[src/rtl/shader_warp_scheduler.sv]
// Round-robin warp scheduler feeding the shader pipeline fetch stage: one (warp id, PC) issue at a time.
// Optional issue/stall counters are enabled with SHADER_SCHED_STATS_EN.
//
// state     | meaning
// W_IDLE    | slot free, can accept a launch
// W_READY   | warp waiting to be selected for issue
// W_ISSUED  | warp in the issue register or in flight in the pipeline
module shader_warp_scheduler #(
    parameter int NUM_WARPS = 4,
    parameter int WID_W     = 2,
    parameter int PC_W      = 8
) (
    input  logic                 clk,
    input  logic                 rst,
    input  logic                 launch_valid,
    input  logic [PC_W-1:0]      launch_pc,
    output logic                 launch_ready,
    output logic                 issue_valid,
    output logic [WID_W-1:0]     issue_wid,
    output logic [PC_W-1:0]      issue_pc,
    input  logic                 issue_ready,
    input  logic                 wb_valid,
    input  logic [WID_W-1:0]     wb_wid,
    input  logic                 wb_halt,
    input  logic                 wb_branch,
    input  logic [PC_W-1:0]      wb_target,
    output logic [NUM_WARPS-1:0] idle_mask,
    output logic                 busy,
`ifdef SHADER_SCHED_STATS_EN
    output logic [31:0]          issue_count,
    output logic [31:0]          stall_count,
`endif
    output logic                 wb_err
);

    typedef enum logic [1:0] {
        W_IDLE   = 2'd0,
        W_READY  = 2'd1,
        W_ISSUED = 2'd2
    } wstate_t;

    wstate_t           state_q [NUM_WARPS];
    wstate_t           state_d [NUM_WARPS];
    logic [PC_W-1:0]   pc_q    [NUM_WARPS];
    logic [PC_W-1:0]   pc_d    [NUM_WARPS];

    logic [WID_W-1:0]  last_grant_q, last_grant_d;
    logic              issue_valid_q, issue_valid_d;
    logic [WID_W-1:0]  issue_wid_q, issue_wid_d;
    logic [PC_W-1:0]   issue_pc_q, issue_pc_d;
    logic              wb_err_q, wb_err_d;

    logic [NUM_WARPS-1:0] idle_vec, ready_vec;
    logic                 launch_found, sel_found, load_en;
    logic [WID_W-1:0]     launch_idx, sel_idx;

    // Slot status, launch pick and round-robin pick all look at registered state only.
    always_comb begin
        idle_vec     = '0;
        ready_vec    = '0;
        launch_found = 1'b0;
        launch_idx   = '0;
        sel_found    = 1'b0;
        sel_idx      = '0;
        for (int i = 0; i < NUM_WARPS; i++) begin
            idle_vec[i]  = (state_q[i] == W_IDLE);
            ready_vec[i] = (state_q[i] == W_READY);
        end
        for (int i = 0; i < NUM_WARPS; i++) begin
            if (!launch_found && idle_vec[i]) begin
                launch_found = 1'b1;
                launch_idx   = WID_W'(i);
            end
        end
        for (int k = 1; k <= NUM_WARPS; k++) begin
            if (!sel_found && ready_vec[last_grant_q + WID_W'(k)]) begin
                sel_found = 1'b1;
                sel_idx   = last_grant_q + WID_W'(k);
            end
        end
    end

    assign load_en = !issue_valid_q || issue_ready;

    // Launch, writeback and issue always touch warps in different states, so they never collide.
    always_comb begin
        state_d       = state_q;
        pc_d          = pc_q;
        last_grant_d  = last_grant_q;
        issue_valid_d = issue_valid_q;
        issue_wid_d   = issue_wid_q;
        issue_pc_d    = issue_pc_q;
        wb_err_d      = wb_err_q;

        if (launch_valid && launch_found) begin
            state_d[launch_idx] = W_READY;
            pc_d[launch_idx]    = launch_pc;
        end

        if (wb_valid) begin
            if (state_q[wb_wid] == W_ISSUED) begin
                if (wb_halt) begin
                    state_d[wb_wid] = W_IDLE;
                end else if (wb_branch) begin
                    state_d[wb_wid] = W_READY;
                    pc_d[wb_wid]    = wb_target;
                end else begin
                    state_d[wb_wid] = W_READY;
                    pc_d[wb_wid]    = pc_q[wb_wid] + PC_W'(1);
                end
            end else begin
                wb_err_d = 1'b1;
            end
        end

        if (load_en) begin
            issue_valid_d = sel_found;
            if (sel_found) begin
                issue_wid_d      = sel_idx;
                issue_pc_d       = pc_q[sel_idx];
                state_d[sel_idx] = W_ISSUED;
                last_grant_d     = sel_idx;
            end
        end
    end

    always_ff @(posedge clk or posedge rst) begin
        if (rst) begin
            for (int i = 0; i < NUM_WARPS; i++) begin
                state_q[i] <= W_IDLE;
                pc_q[i]    <= '0;
            end
            last_grant_q  <= WID_W'(NUM_WARPS - 1);
            issue_valid_q <= 1'b0;
            issue_wid_q   <= '0;
            issue_pc_q    <= '0;
            wb_err_q      <= 1'b0;
        end else begin
            state_q       <= state_d;
            pc_q          <= pc_d;
            last_grant_q  <= last_grant_d;
            issue_valid_q <= issue_valid_d;
            issue_wid_q   <= issue_wid_d;
            issue_pc_q    <= issue_pc_d;
            wb_err_q      <= wb_err_d;
        end
    end

`ifdef SHADER_SCHED_STATS_EN
    always_ff @(posedge clk or posedge rst) begin
        if (rst) begin
            issue_count <= '0;
            stall_count <= '0;
        end else begin
            if (issue_valid_q && issue_ready)
                issue_count <= issue_count + 32'd1;
            if (issue_valid_q && !issue_ready)
                stall_count <= stall_count + 32'd1;
        end
    end
`endif

    assign launch_ready = |idle_vec;
    assign issue_valid  = issue_valid_q;
    assign issue_wid    = issue_wid_q;
    assign issue_pc     = issue_pc_q;
    assign idle_mask    = idle_vec;
    assign busy         = ~&idle_vec;
    assign wb_err       = wb_err_q;

endmodule
[config.mk]
export PLATFORM = sky130hd
export DESIGN_NAME = shader_warp_scheduler
export DESIGN_NICKNAME = d
export VERILOG_FILES = /design/src/rtl/shader_warp_scheduler.sv
export SDC_FILE = /design/constraint.sdc
export NUM_CORES = 1
export LEC_CHECK = 0
export CAP_MARGIN = 20
export CORE_MARGIN = 2
export CORE_UTILIZATION = 52
export CTS_BUF_LIST = sky130_fd_sc_hd__clkbuf_4
export DETAILED_ROUTE_END_ITERATION = 6
export PLACE_DENSITY_LB_ADDON = 0.3
export SLEW_MARGIN = 10
export SYNTH_ARGS = -nofsm -noshare
export SYNTH_HDL_FRONTEND = slang
export SYNTH_SLANG_ARGS = --single-unit
[constraint.sdc]
create_clock -name clk -period 1.93 [get_ports clk]
set_input_delay 0.386 -clock clk [delete_from_list [all_inputs] [get_ports clk]]
set_output_delay 0.386 -clock clk [all_outputs]
set_load 0.01 [all_outputs]
# Word-level counts from Yosys, hierarchy flattened
# Index checks and enable logic that the tools add are counted.
# op_classes
mux	56
eq_ne	5
magnitude_cmp	10
add_sub_neg	4
n_bitwise	15
reduce_logical	27
# ops
op	count
32-bit 2-to-1 mux	5
32-bit bitwise mux	3
8-bit 2-to-1 mux	12
8-bit binary-select mux with 2-bit select	2
8-bit demux with 2-bit select	2
2-bit 2-to-1 mux	11
1-bit 2-to-1 mux	13
4-bit AND	3
2-bit demux with 2-bit select	3
2-bit by 3-bit < comparator with 1-bit output (second input constant)	4
4-bit NOT	3
4-bit bitwise OR	3
1-bit logical AND	10
3-bit >= comparator (second input constant)	3
3-bit by 1-bit < comparator with 1-bit output (second input constant)	3
2-bit NOT with 3-bit output	3
8-bit by 1-bit adder with 8-bit output (second input constant)	1
8-bit AND	1
1-bit binary-select mux with 2-bit select	4
2-bit by 1-bit equality test with 1-bit output (second input constant)	4
1-bit logical NOT	8
2-bit logical NOT	4
8-bit NOT	1
2-bit adder (second input constant)	2
8 further kinds	9
# word_totals
out_inout_bits	18
regBits	54
in_bits	25
word_cells	130

# Longest topological paths before layout
# Gate-level depths: netlist of run 1.
# depth
depth_word	26
mapped_depth	8
ltp_nobuf	6

# Worst setup path before layout of run 1
# No wires, ideal clock.
# synth_timing
path_kind	in2reg
startpoint	input port wb_wid[0]
endpoint	register pc_q[18] (netlist bit)
t_required_ns	1.797
arrival_time_ns	2.010
n_path_buf	2
setup_ns	0.133
slack_ns	-0.212
path_stages	8
cell_sequence	buf_2 buf_6 mux4_2 ha_1 xnor2_1 nor2_1 a21oi_1 o21ai_0
# synth_rtl
element	line	source
start: declaration	23	input logic [WID_W-1:0] wb_wid,
end signal: assignment	140	pc_q <= pc_d;
end: declaration	44	logic [PC_W-1:0] pc_q [NUM_WARPS];

# Final worst setup path of run 1
# layout_timing
startpoint	register state_q[6] (netlist bit)
endpoint	register issue_pc_q[1] (netlist: issue_pc[1])
# layout_between
elab_chain_len	17
word_cells_on_any_way	28
classes_between	1 x eq/ne; 19 x mux; 1 x bitwise; 7 x reduce/logical
# layout_rtl
element	line	source
start: declaration	42	wstate_t state_q [NUM_WARPS];
start signal: assignment	139	state_q <= state_d;
2-bit by 1-bit equality test with 1-bit output (*)	67	ready_vec[i] = (state_q[i] == W_READY);
1-bit binary-select mux with 2-bit select	76	if (!sel_found && ready_vec[last_grant_q + WID_W'(k)]) begin
1-bit 2-to-1 mux (not written as such)	76	
1-bit 2-to-1 mux	76	
1-bit logical NOT	76	
1-bit logical AND	76	
1-bit 2-to-1 mux	76	
1-bit logical NOT	76	
1-bit logical AND	76	
1-bit 2-to-1 mux	76	
1-bit logical NOT	76	
1-bit logical AND	76	
2-bit 2-to-1 mux	76	
2-bit NOT with 3-bit output (not written as such)	120	issue_pc_d = pc_q[sel_idx];
8-bit binary-select mux with 2-bit select	120	
8-bit 2-to-1 mux (not written as such) (2 in series)	120	
end signal: assignment	144	issue_pc_q <= issue_pc_d;
end: declaration	50	logic [PC_W-1:0] issue_pc_q, issue_pc_d;
# Mark *: on every way between the ends. The rest lies on a longest branch, timed or not. The select of a mux whose other input is x is not followed.
# A chain may end at the register's enable or synchronous reset.

==> results of run 1 <==
-- metrics by stage --
step           std cells  setup TNS, ns
5_1_grt              484         -0.135
2_1_floorplan        318         -0.147
4_1_cts              480              0
6_report             484              0
3_5_place_dp         463         -15.54
3_3_place_gp         463         -14.55
-- logic make-up after synthesis --
group / Yosys count / synth area share, %
mux: 50 / 19.2
fa+ha+maj: 1 / 0.390
xor+xnor: 4 / 1.09
compound gates: 76 / 15.5
buf+inv: 22 / 3.31
flops: 54 / 42.2
simple gates: 111 / 18.3
-- timing repair --
| item | in CTS | in global routing |
|---|---|---|
| setup endpoints to repair | 39 | 30 |
| pin swaps | 3 | 1 |
| buffers inserted | 9 | 3 |
| gates cloned | 0 | 1 |
| resized for setup | 21 | 26 |
-- path summary, 6_finish.rpt --
path	start	end	cells past startpoint
min	rst	issue_wid[1]	3
min in group clk	wb_err	wb_err	1
max	state_q[6]	issue_pc[1]	7
max reg2reg	state_q[6]	issue_pc[1]	7
min reg2reg	wb_err	wb_err	1
max in group asynchronous	rst	last_grant_q[0]	3
-- placed cells by master, fill, tap and decap left out, types with 3 or more instances in the layout --
cell type	instances
dlygate4sd2_1	6
nand2b_1	8
mux2i_1	24
nor3_1	4
dfrtp_1	49
and2b_1	3
a21oi_1	18
inv_1	3
a21o_1	3
mux2_2	13
nand3_1	7
o21ai_0	12
mux2i_2	5
clkbuf_4	5
buf_4	43
mux4_2	8
buf_6	5
a211oi_1	11
o221ai_2	6
buf_12	9
clkdlybuf4s50_1	35
nor2_1	21
nand2_1	28
nor2_2	3
nor2b_1	10
xnor2_1	3
dfrtp_2	3
o21ai_1	4
-- report_power, final --
part	internal, mW	switching [mW]	leakage [nW]
clock	0.155	0.408	0.0362
combinational	2.52	2.30	1.17
sequential	1.72	0.509	0.640
-- routing by layer --
metal  routed length, um  up-vias  GRT usage [%]  part of all wire [%]
met5                   0        -              0                     0
met4                 294        0           8.03                   3.1
met3                 602       33           5.43                   6.4
met2                4750      138           49.9                    50
met1                3820     1492           36.4                    40
li1                    -     1369              -                     -
-- registers in the layout, indices dropped and copies added (netlist names) --
register	cells
pc_q	32
issue_pc	8
state_q	8
issue_wid	2
last_grant_q	2
issue_valid	1
wb_err	1
-- worst max-delay path: stages (launching register included) --
cell      delay, ns
dfrtp_1        0.44
buf_4          0.16
and2b_2        0.22
o211ai_1       0.18
and3_4         0.24
buf_12         0.16
mux2i_1        0.27
o221ai_2       0.13
-- final cells by class --
type	count	area share, %
multi-input cells	242	43.3
flip-flops and latches	54	30.5
repair buffers	100	22.3
well taps	75	2.11
clock buffers	5	0.842
clock inverters	3	0.590
inverters	5	0.421
==> reports/metrics.cfg, run 1 <==
[detailed_routing]
drc = 0
drtIter0Drc = 183
routed_wl_um = 9470
post_drt_wl_per_cell_um = 19.6
vias_per_cell = 6.26
vias = 3032
ant_nets = 0
drtPass1Iterations = 6

[layout]
multi_input_area_sq_um = 1930
final_area_sq_um = 4460
seq_area_sq_um = 1360
finish.utilization_pct = 74.8
area_growth_pct = 38.8
drive_gt1_share_pct = 31.8
diodes = 0
fin_nets = 434
nFillCells = 415

[power_and_ir_drop]
leakagePower_nw = 1.85
ir_worst_vdd_v = 0.00159
powerDensity_nw_per_um2 = 1710
total_power_mw = 7.61

[sta]
worst_slack_ns = 0.00137
finalSetupViolations = 0
final.period_utilization_pct = 99.9
tightest_slew_ns = 0.321
relSlewSlack_pct = 78.4
rsz0062_at_grt = yes
final_hold_viol_count = 0
finClkSkew_ns = 0.0236
period_minus_slack_ns = 1.93
fmax_mhz = 519
slew_violations = 0
holdWs_ns = 0.317

[worst_setup_path]
start_kind = flop
crit_type = reg -> reg
worstSetupEndpointType = flop
cp_max_fo = 10
regToRegSetupSlack_ns = 0.001
required_ns = 2.20
arrival_ns = 2.19

[global_routing]
antenna_found_initial = 0
grt_pass1_wl_um = 14300
overflow = 0
grt_pass1_vias = 2894
grt_max_degree = 55
grt_use_total_pct = 28.6

[run]
drv_cap = 0

[floorplanning]
io_pins = 43
die-area_sq_um = 6820
start_util_pct = 53.9
die_h_um = 82.6
rows = 28
core_area_sq_um = 5960
die_w_um = 82.6

[cts]
clk_pin_slew_ns = 0.18
root_buffer = clkbuf_4
clockBufferDepth = 2
htree_levels = 2
cts_buffers = 5
clock-sinks = 54
tritoncts = done
cts_hold_buf = 0
worstSkewPairLatency_ns = 0.39

[synth]
synth-seq-area-share_pct = 42.2
syn_nets = 344
synth_most_common_cell = dfrtp_1
netlist_area_sq_um = 3210
synth_edf_count = 0
yosys_most_used_dff = dfrtp_1
synth_area_leader_cell = dfrtp_1
yosys_warnings = 0
syn_avg_cell_area_sq_um = 10.1
syn-instance-count = 318
ys_ff_latch = 54
synthArstFlopShare_pct = 100
yosysUniqueCellTypes = 54
synth_top_cell_area_share_pct = 40.5
yosys-top-cells-count = dfrtp_1, mux2i_1, nand2_1
synth_area_leaders = dfrtp_1, mux2i_1, mux4_2

[hold_path]
min_path_type = in -> async

[placement]
numPortBuffers = 42
dp_hpwl_um = 6460
place.gp.congestion = 0.885
dp_slack_ns = -0.575
dpl-instance-area_sq_um = 4110

[run_status]
status = complete, no violations

No activity file was read; power rests on OpenSTA's default activity.
==> run 2: changes to the inputs <==
--- a/config.mk
+++ b/config.mk
@@ -6,7 +6,7 @@
 export NUM_CORES = 1
 export LEC_CHECK = 0
 export CAP_MARGIN = 20
-export CORE_MARGIN = 2
+export CORE_MARGIN = 4
 export CORE_UTILIZATION = 52
 export CTS_BUF_LIST = sky130_fd_sc_hd__clkbuf_4
 export DETAILED_ROUTE_END_ITERATION = 6
==> run 2 against run 1 <==
Critical path type unchanged. Total power rose by 0.38%. Largest power group unchanged. Worst setup slack lost 0.023 ns. Non-clock buffer count stayed put. Count of clock-buffer cells in the layout stayed put. Final area fell by 0.42%. The flow now finishes with violations (setup timing). Sequential share of layout area is 0.13 points higher. Cell count did not move. Sequential power about the same. First-iteration DRC count grew 28%. Clock power barely moved. Hold slack lost 0.093 ns. Critical endpoint is now issue_pc[2].
==> reports/metrics.cfg, run 2 (synthesized netlist as in run 1, its figures left out) <==
[run_status]
violations = setup timing
status = complete, but fails checks

[floorplanning]
core_area_sq_um = 5960
rows = 28
die-area_sq_um = 7500
io_pins = 43
die_h_um = 86.6
die_w_um = 86.6
start_util_pct = 53.9

[sta]
slew_violations = 0
relSlewSlack_pct = 75.3
worst_slack_ns = -0.0219
final_hold_viol_count = 0
period_minus_slack_ns = 1.95
rsz0062_at_grt = yes
fmax_mhz = 512
final.period_utilization_pct = 101
finalSetupViolations = 3
finClkSkew_ns = 0.0256
tightest_slew_ns = 0.367

[layout]
final_cell_mix = dfrtp_1, buf_4, clkdlybuf4s50_1, nand2_1, mux2i_1
drive_gt1_share_pct = 33.3
area_growth_pct = 38.2
seq_area_sq_um = 1360
nFillCells = 429
multi_input_area_sq_um = 1980
diodes = 0
fin_nets = 434
largest_register_ffs = 32
fin_cells = 484
top_register = pc_q

[cts]
root_buffer = clkbuf_4
clk_pin_slew_ns = 0.19
htree_levels = 2
tritoncts = done
clock-sinks = 54
worstSkewPairLatency_ns = 0.40
cts_buffers = 5
clockBufferDepth = 2
cts_hold_buf = 0

[power_and_ir_drop]
total_power_mw = 7.64
p_switching_mw = 3.24
leakagePower_nw = 1.85
pwr-share-seq_pct = 29.0
powerDensity_nw_per_um2 = 1720
internal_power_mw = 4.40
p_clk_share_pct = 7.4
comb_power_share_pct = 63.6
swShare_pct = 42.4
ir_worst_vdd_v = 0.00200

[placement]
numPortBuffers = 42
dp_hpwl_um = 6410
place_inst = 464
place.gp.congestion = 0.835

[worst_setup_path]
start_kind = flop
worstSetupEndpointType = flop
crit_type = reg -> reg
cp_max_fo = 4
required_ns = 2.21
arrival_ns = 2.23

[global_routing]
grt_use_total_pct = 25.1
grt_pass1_wl_um = 14500
overflow = 0
antenna_found_initial = 0
grt_max_degree = 43
grt_pass1_vias = 2910

[detailed_routing]
wl_met2_um = 4580
drtPass1Iterations = 5
dr_wl_met3_um = 600
ant_nets = 0
vias = 2914
routed_wl_um = 9150
vias_per_cell = 6.02
topRoutingLayerUsed = met4
drc = 0
drt-met1-wl_um = 3770
post_drt_wl_per_cell_um = 18.9
drtIter0Drc = 234

[hold_path]
min_path_type = in -> async

[run]
drv_cap = 0

-- run 2: cell type report --
| class | count | share of cell area [%] |
|---|---|---|
| clock inverter | 3 | 0.649 |
| clock buffer | 5 | 0.846 |
| multi-input combinational | 242 | 44.6 |
| tap | 75 | 2.12 |
| timing repair buffer | 100 | 20.8 |
| inverter | 5 | 0.423 |
| sequential | 54 | 30.6 |
-- run 2: worst paths after layout --
check,startpoint,to,slack (ns),cells after the start
setup / recovery,state_q[7],issue_pc[2],-0.02,8
hold / removal,rst,issue_pc[3],0.22,2
setup reg to reg,state_q[7],issue_pc[2],-0.02,8
hold reg to reg,wb_err,wb_err,0.48,1
max in group asynchronous,rst,pc_q[15],1.16,3
min in group clk,wb_err,wb_err,0.48,1
-- run 2: per-stage QoR --
| step | worst slack, ns | instance area, sq um | hold WS [ns] | TNS, ns | utilization (%) |
|---|---|---|---|---|---|
| after floorplan | -0.0184 | 3260 | 0.464 | -0.147 | - |
| after CTS | 0.00955 | 4240 | 0.221 | 0 | 71.2 |
| after global routing | -0.0975 | 4440 | 0.238 | -0.774 | 74.5 |
| after global placement | -0.539 | 4080 | 0.440 | -14.52 | 68.5 |
| final | -0.0219 | 4440 | 0.224 | -0.0343 | 74.5 |
| after detailed placement | -0.608 | 4080 | 0.452 | -15.73 | 68.5 |
-- run 2: power groups by stage --
| stage | Combinational, mW | Clock, mW | Sequential [mW] |
|---|---|---|---|
| 2_1_floorplan | 2.54 | 0 | 2.10 |
| 3_3_place_gp | 3.81 | 0 | 2.20 |
| 3_5_place_dp | 3.91 | 0 | 2.23 |
| 4_1_cts | 4.21 | 0.573 | 2.15 |
| 5_1_grt | 5.26 | 0.616 | 2.27 |
| 6_report | 4.86 | 0.565 | 2.22 |
-- run 2: repair_timing --
action,in CTS,in global routing
setup buffers,9,3
resized for setup,18,37
pin swaps,2,4
endpoints found under the setup margin,31,24
-- run 2: metal layers --
| layer | track usage, % | vias to the layer above |
|---|---|---|
| met5 | 0 | - |
| met4 | 7.79 | 0 |
| met3 | 4.18 | 21 |
| met2 | 42.1 | 125 |
| met1 | 33.2 | 1410 |
| li1 | - | 1358 |
-- run 2: critical path: stages (launching register included) --
cell and delay, ns:
dfrtp_2 0.44, buf_6 0.12, and2b_2 0.26, nor2_2 0.05, a222oi_1 0.38, buf_4 0.22, nand2b_4 0.14, buf_6 0.13
o221ai_2 0.09
==> run 3: changes to the inputs <==
--- a/config.mk
+++ b/config.mk
@@ -6,8 +6,8 @@
 export NUM_CORES = 1
 export LEC_CHECK = 0
 export CAP_MARGIN = 20
-export CORE_MARGIN = 4
-export CORE_UTILIZATION = 52
+export CORE_MARGIN = 10
+export CORE_UTILIZATION = 25
 export CTS_BUF_LIST = sky130_fd_sc_hd__clkbuf_4
 export DETAILED_ROUTE_END_ITERATION = 6
 export PLACE_DENSITY_LB_ADDON = 0.3
==> run 3 against run 2 <==
Total power rose by 9.8%. The run still ends with setup timing left. Worst setup slack got worse by 0.0021 ns. First-iteration DRC count fell by 21%. Combinational power rose by 15%. Cell count rose by 23%. Clock power fell by 2%. Critical path type unchanged. Count of clock-buffer cells in the layout rose by 1. Die area rose by 140%. Wire length rose by 15%. Largest cell class unchanged. Maximum frequency fell by 0.11%.
==> reports/metrics.cfg, run 3 (synthesized netlist as in run 1, its figures left out) <==
[global_routing]
met2_usage_pct = 18.2
use_met3_pct = 2.52
grt_pass1_vias = 2963
overflow = 0
grt_pass1_wl_um = 16300
grt_use_total_pct = 11.2
antenna_found_initial = 1
top_usage_layer = met2
grt_max_degree = 55
grt_use_met1_pct = 14.8

[sta]
rsz0062_at_grt = yes
relSlewSlack_pct = 74.5
slew_violations = 0
period_minus_slack_ns = 1.95
finalSetupViolations = 1
finClkSkew_ns = 0.0165
holdWs_ns = 0.341
fmax_mhz = 512
tightest_slew_ns = 0.380
worst_slack_ns = -0.0240
final.period_utilization_pct = 101
final_hold_viol_count = 0

[detailed_routing]
drc = 0
vias = 2922
vias_per_cell = 4.90
ant_nets = 0
post_drt_wl_per_cell_um = 17.7
routed_wl_um = 10600
drtIter0Drc = 184
drtPass1Iterations = 4

[power_and_ir_drop]
total_power_mw = 8.39
leakagePower_nw = 1.94
powerDensity_nw_per_um2 = 1740
ir_worst_vdd_v = 0.000726

[layout]
finish.utilization_pct = 38.1
final_cell_mix = buf_4, dfrtp_1, clkdlybuf4s50_1, nand2_1, nor2_1
seq_area_sq_um = 1360
largest_register_ffs = 32
nFillCells = 1251
final_common_cell = buf_4
fin_nets = 448
final_area_sq_um = 4810
multi_input_area_sq_um = 2010
area_growth_pct = 49.9
drive_gt1_share_pct = 35.7
top_register = pc_q

[cts]
cts_buffers = 5
tritoncts = done
cts_hold_buf = 0
clk_pin_slew_ns = 0.18
clock-sinks = 54
root_buffer = clkbuf_4
clockBufferDepth = 2
worstSkewPairLatency_ns = 0.39
htree_levels = 2

[floorplanning]
die_w_um = 133
die-area_sq_um = 17800
die_h_um = 133
rows = 41
io_pins = 43
start_util_pct = 25.4
core_area_sq_um = 12600

[placement]
dp_hpwl_um = 7540
dpl-instance-area_sq_um = 4300
place.gp.congestion = 0.856
numPortBuffers = 42

[worst_setup_path]
cp_slowest_cell = dfrtp_2
crit_type = reg -> reg
arrival_ns = 2.24
crit_path_cell_trace = buf_6 > and2b_2 > o211ai_1 > and3_4 > clkbuf_16 > mux2i_1 > o221ai_2
worstSetupEndpointType = flop
crit_path_max_incr_delay_ns = 0.45
start_kind = flop
cp_max_fo = 5
required_ns = 2.22

[run_status]
violations = setup timing
status = complete, but fails checks

[hold_path]
min_path_type = in -> async

[run]
drv_cap = 0

[run 3: final timing paths]
path,slack [ns],cells after the start,from,endpoint
max reg2reg,-0.02,7,state_q[6],issue_pc[2]
min reg2reg,0.50,1,wb_err,wb_err
min in group clk,0.50,1,wb_err,wb_err
max,-0.02,7,state_q[6],issue_pc[2]
min,0.34,3,rst,issue_wid[1]
max in group asynchronous,1.30,3,rst,state_q[6]
[run 3: metal layers]
layer | up-vias | wire length, um
li1 | 1389 | -
met2 | 80 | 5020
met3 | 11 | 562
met4 | 0 | 126
met1 | 1442 | 4850
met5 | - | 0
[run 3: repair_timing]
item / CTS / global route
setup buffers: 12 / 5
pin swaps: 1 / 6
endpoints found under the setup margin: 33 / 27
cloned: 0 / 3
gates resized for setup: 15 / 49
hold endpoints to repair: 0 / 0
[run 3: per-stage QoR]
stage | worst slack (ns) | instances | setup TNS [ns]
after floorplan | -0.0184 | 318 | -0.147
after global placement | -0.559 | 567 | -15.24
after detailed placement | -0.620 | 567 | -16.80
after CTS | -0.0327 | 587 | -0.198
after global routing | -0.0783 | 596 | -0.228
final | -0.0240 | 596 | -0.0240
[run 3: power by group]
part | leakage, nW | internal, mW | switching [mW]
sequential | 0.640 | 1.71 | 0.539
clock | 0.0361 | 0.161 | 0.394
combinational | 1.27 | 3.10 | 2.47
[run 3: area by class of cell]
class / instances / share of cell area (%)
clock inverters: 2 / 0.286
well taps: 172 / 4.47
diodes: 1 / 0.0520
flip-flops and latches: 54 / 28.2
inverters: 5 / 0.390
clock buffers: 6 / 0.936
repair buffers: 114 / 23.8
multi-input cells: 242 / 41.8
[run 3: worst max-delay path: cells and delay by family, from the launching register on]
family                 cells  cell delay, ns
AO/OA/AOI/OAI              2            0.31
buffers and inverters      2            0.32
flip-flops                 1            0.45
multiplexers               1            0.26
AND/OR/NAND/NOR            2            0.50
